--- src/rtl/ram_writer_pkg.sv ---
// Shared definitions for the RAM word writer: FSM encoding and nibble-slot geometry.
package ram_writer_pkg;

    localparam int NIBBLES = 8;
    localparam int IDX_W   = 3;

    typedef enum logic [1:0] {
        ST_IDLE  = 2'd0,
        ST_WRITE = 2'd1,
        ST_DONE  = 2'd2
    } state_t;

endpackage

--- src/rtl/edge_detect.sv ---
// Registered rising-edge detector for a level button; history resets high so a
// button already held when reset releases does not produce a spurious edge.
module edge_detect (
    input  logic clk_i,
    input  logic rst_ni,
    input  logic level_i,
    output logic rise_o
);

    logic prev_q;

    // NOTE: sequential state uses non-blocking assignments so every register
    // samples pre-edge values, independent of block ordering.
    always_ff @(posedge clk_i or negedge rst_ni) begin
        if (!rst_ni) prev_q <= 1'b1;
        else         prev_q <= level_i;
    end

    assign rise_o = level_i & ~prev_q;

endmodule

--- src/rtl/ram_word_writer.sv ---
// Assembles a word nibble-by-nibble from switches and writes it to memory with an ack timeout.
// Optional RAM_WRITER_AUTOINC_EN: write address comes from an internal counter instead of addr_i.
module ram_word_writer
    import ram_writer_pkg::*;
#(
    parameter int D      = 3,
    parameter int W      = 32,
    parameter int ACK_TO = 255
) (
    input  logic             clk_i,
    input  logic             rst_ni,
    input  logic [D-1:0]     addr_i,
    input  logic [3:0]       nibble_i,
    input  logic             load_i,
    input  logic             commit_i,
    input  logic             wr_ack_i,
    output logic             wr_req_o,
    output logic [D-1:0]     wr_addr_o,
    output logic [W-1:0]     wr_data_o,
    output logic [W-1:0]     word_o,
    output logic [IDX_W-1:0] nib_idx_o,
    output logic             busy_o,
    output logic             done_o,
    output logic             err_o
);

    localparam int CNT_W = $clog2(ACK_TO + 1);

    state_t            state_q, state_d;
    logic              load_edge, commit_edge, timeout;
    logic [W-1:0]      word_q, data_q;
    logic [IDX_W-1:0]  idx_q;
    logic [CNT_W-1:0]  cnt_q;
    logic [D-1:0]      addr_q, commit_addr;
    logic              err_q;

    edge_detect u_load_edge (
        .clk_i   (clk_i),
        .rst_ni  (rst_ni),
        .level_i (load_i),
        .rise_o  (load_edge)
    );

    edge_detect u_commit_edge (
        .clk_i   (clk_i),
        .rst_ni  (rst_ni),
        .level_i (commit_i),
        .rise_o  (commit_edge)
    );

`ifdef RAM_WRITER_AUTOINC_EN
    logic [D-1:0] auto_addr_q;
    logic         unused_addr;

    always_ff @(posedge clk_i or negedge rst_ni) begin
        if (!rst_ni)                 auto_addr_q <= '0;
        else if (state_q == ST_DONE) auto_addr_q <= auto_addr_q + D'(1);
    end

    assign commit_addr = auto_addr_q;
    assign unused_addr = ^addr_i;
`else
    assign commit_addr = addr_i;
`endif

    always_ff @(posedge clk_i or negedge rst_ni) begin
        if (!rst_ni) state_q <= ST_IDLE;
        else         state_q <= state_d;
    end

    // NOTE: every signal written here gets a default first, so no path can
    // leave one unassigned and infer a latch.
    always_comb begin
        state_d = state_q;
        timeout = 1'b0;
        unique case (state_q)
            ST_IDLE:  if (commit_edge) state_d = ST_WRITE;
            ST_WRITE: begin
                if (wr_ack_i) begin
                    state_d = ST_DONE;
                end else if (cnt_q == CNT_W'(ACK_TO - 1)) begin
                    timeout = 1'b1;
                    state_d = ST_IDLE;
                end
            end
            ST_DONE:  state_d = ST_IDLE;
            default:  state_d = ST_IDLE;
        endcase
    end

    always_ff @(posedge clk_i or negedge rst_ni) begin
        if (!rst_ni) begin
            word_q <= '0;
            idx_q  <= '0;
            cnt_q  <= '0;
            addr_q <= '0;
            data_q <= '0;
            err_q  <= 1'b0;
        end else begin
            unique case (state_q)
                ST_IDLE: begin
                    // Commit wins over a coincident load; that nibble is dropped.
                    if (commit_edge) begin
                        data_q <= word_q;
                        addr_q <= commit_addr;
                        cnt_q  <= '0;
                        err_q  <= 1'b0;
                    end else if (load_edge) begin
                        word_q[{idx_q, 2'b00} +: 4] <= nibble_i;
                        idx_q <= (idx_q == IDX_W'(NIBBLES - 1)) ? '0 : idx_q + IDX_W'(1);
                    end
                end
                ST_WRITE: begin
                    if (timeout)        err_q <= 1'b1;
                    else if (!wr_ack_i) cnt_q <= cnt_q + CNT_W'(1);
                end
                ST_DONE: begin
                    word_q <= '0;
                    idx_q  <= '0;
                end
                default: ;
            endcase
        end
    end

    // Request is a pure state decode so an async reset drops it immediately.
    assign wr_req_o  = (state_q == ST_WRITE);
    assign busy_o    = (state_q == ST_WRITE);
    assign done_o    = (state_q == ST_DONE);
    assign wr_addr_o = addr_q;
    assign wr_data_o = data_q;
    assign word_o    = word_q;
    assign nib_idx_o = idx_q;
    assign err_o     = err_q;

endmodule

--- config.mk ---
export PLATFORM = sky130hd
export DESIGN_NAME = ram_word_writer
export DESIGN_NICKNAME = d
export VERILOG_FILES = /design/src/rtl/ram_writer_pkg.sv /design/src/rtl/edge_detect.sv /design/src/rtl/ram_word_writer.sv
export SDC_FILE = /design/constraint.sdc
export NUM_CORES = 1
export LEC_CHECK = 0
export BUFFER_PORTS_ARGS = -buffer_cell sky130_fd_sc_hd__buf_2
export CORE_MARGIN = 2
export CORE_UTILIZATION = 40
export CTS_BUF_LIST = sky130_fd_sc_hd__clkbuf_8
export DETAILED_ROUTE_END_ITERATION = 10
export SETUP_SLACK_MARGIN = 0.1
export SLEW_MARGIN = 40
export SYNTH_ARGS = -nofsm -noshare
export SYNTH_HDL_FRONTEND = slang
export SYNTH_SLANG_ARGS = --single-unit
export TNS_END_PERCENT = 10
--- constraint.sdc ---
create_clock -name clk_i -period 2.8 [get_ports clk_i]
set_input_delay 0.14 -clock clk_i [delete_from_list [all_inputs] [get_ports clk_i]]
set_output_delay 0.14 -clock clk_i [all_outputs]
set_load 0.02 [all_outputs]
==> metrics.md <==
| Metric | Value |
|---|---|
| Routed WL per cell | approximately 16 µm |
| Register area share after synthesis | 57.1% |
| Simple logic cell fraction of the synthesized area | 9.28% |
| Syn_area_per_cell | between 10 and 15 µm² |
| Crit share post-route | 88.8% |
| Launch point of the worst path | nib_idx_o[0] |
| Synth Area in Compound Gates | 14.7% |
| IO Pins | 86 |
| Clk pwr share | a little under a quarter |
| Die Span X | a little under 100 µm |
| Worst Min Path Start | wr_ack_i |
| Slew @ Worst Pin | ~0.73 ns |
| Core box area | slightly below 9000 µm² |
| Via density | 5.40 |
| Clock Sinks | 83 |
| CTS clk-pin slew, worst paths | around 0.090 ns |
| DR iter-0 viols | around 160 |
| Initial antenna violation count | 0 |
| Layout cells sized above 1 | roughly two fifths |
| Skew final | 0.0111 ns |
| Post-Syn Instances | 288 |
| Sw Ratio | a little under two fifths |
| HPWL Detailed | ~5600 µm |
| Cell with the most instances after synthesis | dfrtp_1 |
| FP Rows | 34 |
| Fillers | 790 |
| Pre-CTS WS | ~0.39 ns |
| Fmax | ~400 MHz |
| GRT Residual Overflow | 0 |
| Ys flop type | dfrtp_1 |
| Critical path type | flop to flop |
| Total wire length | slightly above 8000 µm |
| Clk root buf | clkbuf_8 |
| PD cells | around 850 nW/µm² |
| Largest net degree at the start of global routing | 84 |
| YS warnings | 0 |
| Drt drc | 0 |
| Worst R2R Path Depth | 7 |
| Area fraction of the dominant cell type after synthesis | a little under three fifths |
| Die Height | 99.4 µm |
| Outcome | finished clean |
| Max-Cap Viols | 0 |
| Gate power share | 33.9% |
| Number of flops mapped to enable cells by yosys | 0 |
| Post-synth top area cell | dfrtp_1 |
| Part of the power in registers | between 40% and 50% |
| Main combinational cell family by area after synthesis | compound AO/OA/AOI/OAI gates |
| Final hold violation count | 0 |
| Leak | around 2.3 nW |
| Core Util, Final | roughly 51% |
| Min cycle time layout | 2.49 ns |
| Worst setup EP type | flop |
| Worst Path Required | roughly 3.0 ns |
| Psw | approximately 0.0014 W |
| R2R Setup Slk | 0.31 ns |
| Placed instance count | around 480 |
| XOR/XNOR share of the synthesized area | 0% |
| Top post-synthesis cells by area | dfrtp_1, mux2_2, ha_1, a32o_1, inv_1 |
| Nets | 406 |
| CP startpoint kind | flop |
| GRT Total Usage | between 10% and 20% |
| GP Congestion | 0.833 |
| Setup_tns | 0 ns |
| Final antenna-violating net count | 0 |
| Non-filler cells, final | roughly 500 |
| H-tree depth | 3 |
| Cts bufs inserted | 9 |
| Int Power | 0.00237 W |
| Library cells used by synthesis | 53 |
| Worst Path Arrival | between 2 and 3 ns |
| Die area | 9880 µm² |
| Min-Delay Path Class | input port to flop |
| Final-report setup violation count | 0 |
| Post-Synth Adder-Cell Area | 3.44% |
| TritonCTS clock tree | built |
| Initial core utilization | between 40 and 50% |
| Hold Path Depth | 3 |
| RSZ-0062 raised after global routing | false |
| Reg2reg end | word_o[18] |
| Port bufs | 85 |
| Post-synth top cells | dfrtp_1, mux2_2, inv_1, a32o_1, o21ai_0 |
| Worst R2R Start | nib_idx_o[0] |
| Via count | between 2000 and 3000 |
| Vias in the first global route | around 2600 |
| Drt pass-1 iters | 4 |
| Syn_nets | slightly above 300 |
| Multiplexer area fraction after synthesis | 11.5% |
| Seq cells post-synth | 83 |
| CP max FO | 11 |
| Clock Latency Late Sink | approximately 0.36 ns |
| Synth async-reset ratio | 100% |
| Area grow syn2layout | 22.3% |
| Clk buf depth | 2 |
| ANT cells | 0 |
| Global-route wire length before repair | roughly 13000 µm |
| Slew margin rel. | between 50% and 60% |
| Final setup margin | between 0.3 and 0.4 ns |
| Post-synthesis cell area | 3640 µm² |
| Peak VDD IR | approximately 280 µV |
| Final Max Tran Viols | 0 |
| Hold Path Sink | state_q[1] |
## metal layers
| metal | vias up | global-route usage (%) | share of wire, % |
|---|---|---|---|
| li1 | 1267 | - | - |
| met1 | 1304 | 25.3 | 49 |
| met2 | 101 | 25.3 | 44 |
| met3 | 12 | 3.30 | 5.5 |
| met4 | 0 | 7.27 | 1.8 |
| met5 | - | 0 | 0 |
## power groups by stage
stage / Clock (W) / Sequential (W) / Combinational, W
after CTS: 0.000904 / 0.00163 / 0.00129
after global routing: 0.000954 / 0.00167 / 0.00141
after detailed placement: 0 / 0.00166 / 0.00128
after global placement: 0 / 0.00164 / 0.00127
after floorplan: 0 / 0.00190 / 0.000616
final: 0.000884 / 0.00163 / 0.00129
## timing repair
| action | in CTS | in global routing |
|---|---|---|
| gates resized for setup | 0 | 0 |
| hold buffers | 6 | 0 |
| hold endpoints to repair | 86 | 0 |
| buffers inserted | 0 | 0 |
## cells in the final DEF (no fill, tap or decap), drive strengths merged, types with 2 or more instances in the layout
cell type    count
a21o             2
a21oi           10
a22o             8
a31oi            3
a32o            12
a41o             2
a41oi            2
buf             89
clkbuf          11
clkinvlp         3
dfrtp           81
dfstp            2
dlygate4sd3      6
ha              10
inv             23
mux2            36
nand2            6
nand2b           4
nand3            9
nand4            3
nor2             8
nor2b            2
nor3             5
nor4             3
o211ai           2
o21a             3
o21ai           11
o22ai            8
o311ai           2
o41ai            2
or3              5
or4              2
or4b             2
## worst max path at each step
stage	to	slack (ns)	depth (start not counted)
after floorplan	word_o[16]	0.47	7
after global placement	word_o[16]	0.48	7
after detailed placement	word_o[18]	0.39	7
after CTS	word_o[18]	0.38	7
after global routing	word_o[17]	0.23	7
final	word_o[18]	0.31	7
## logic make-up after synthesis
group | after synthesis
AO/OA/AOI/OAI | 71
adder cells (fa/ha/maj) | 10
buffers and inverters | 33
flip-flops | 83
multiplexers | 37
AND/OR/NAND/NOR | 54
## flip-flops by register name, indices dropped and copies added, names as in the netlist
| name | cells |
|---|---|
| cnt_q | 8 |
| err_o | 1 |
| nib_idx_o | 3 |
| state_q | 2 |
| u_commit_edge.prev_q | 1 |
| u_load_edge.prev_q | 1 |
| word_o | 32 |
| wr_addr_o | 3 |
| wr_data_o | 32 |
## worst max-delay path, cell delays in order, from the launching register on
cell     delay, ns
dfrtp_1       0.55
inv_1         0.13
ha_1          0.24
ha_1          0.33
or4b_1        0.46
or3_1         0.38
o21ai_0       0.19
a21oi_1       0.09
## stage by stage
step / area [µm²] / hold slack, ns / total power [W]
after global routing: 4450 / 0.0880 / 0.00404
after CTS: 4450 / 0.0575 / 0.00383
final: 4450 / 0.0690 / 0.00380
after detailed placement: 4190 / 0.248 / 0.00294
after floorplan: 3640 / -0.156 / 0.00251
after global placement: 4190 / 0.255 / 0.00292
## final cells by class
cell class                      instances  area, µm²  share of cell area [%]
Sequential cell                        83       2080                    46.7
Tap cell                              108        135                    3.03
Clock buffer                           10        138                    3.09
Multi-Input combinational cell        172       1420                    31.9
Clock inverter                          6       65.1                    1.46
Timing Repair Buffer                   96        532                    11.9
Inverter                               22       82.6                    1.85
(Power assumes the default switching activity.)
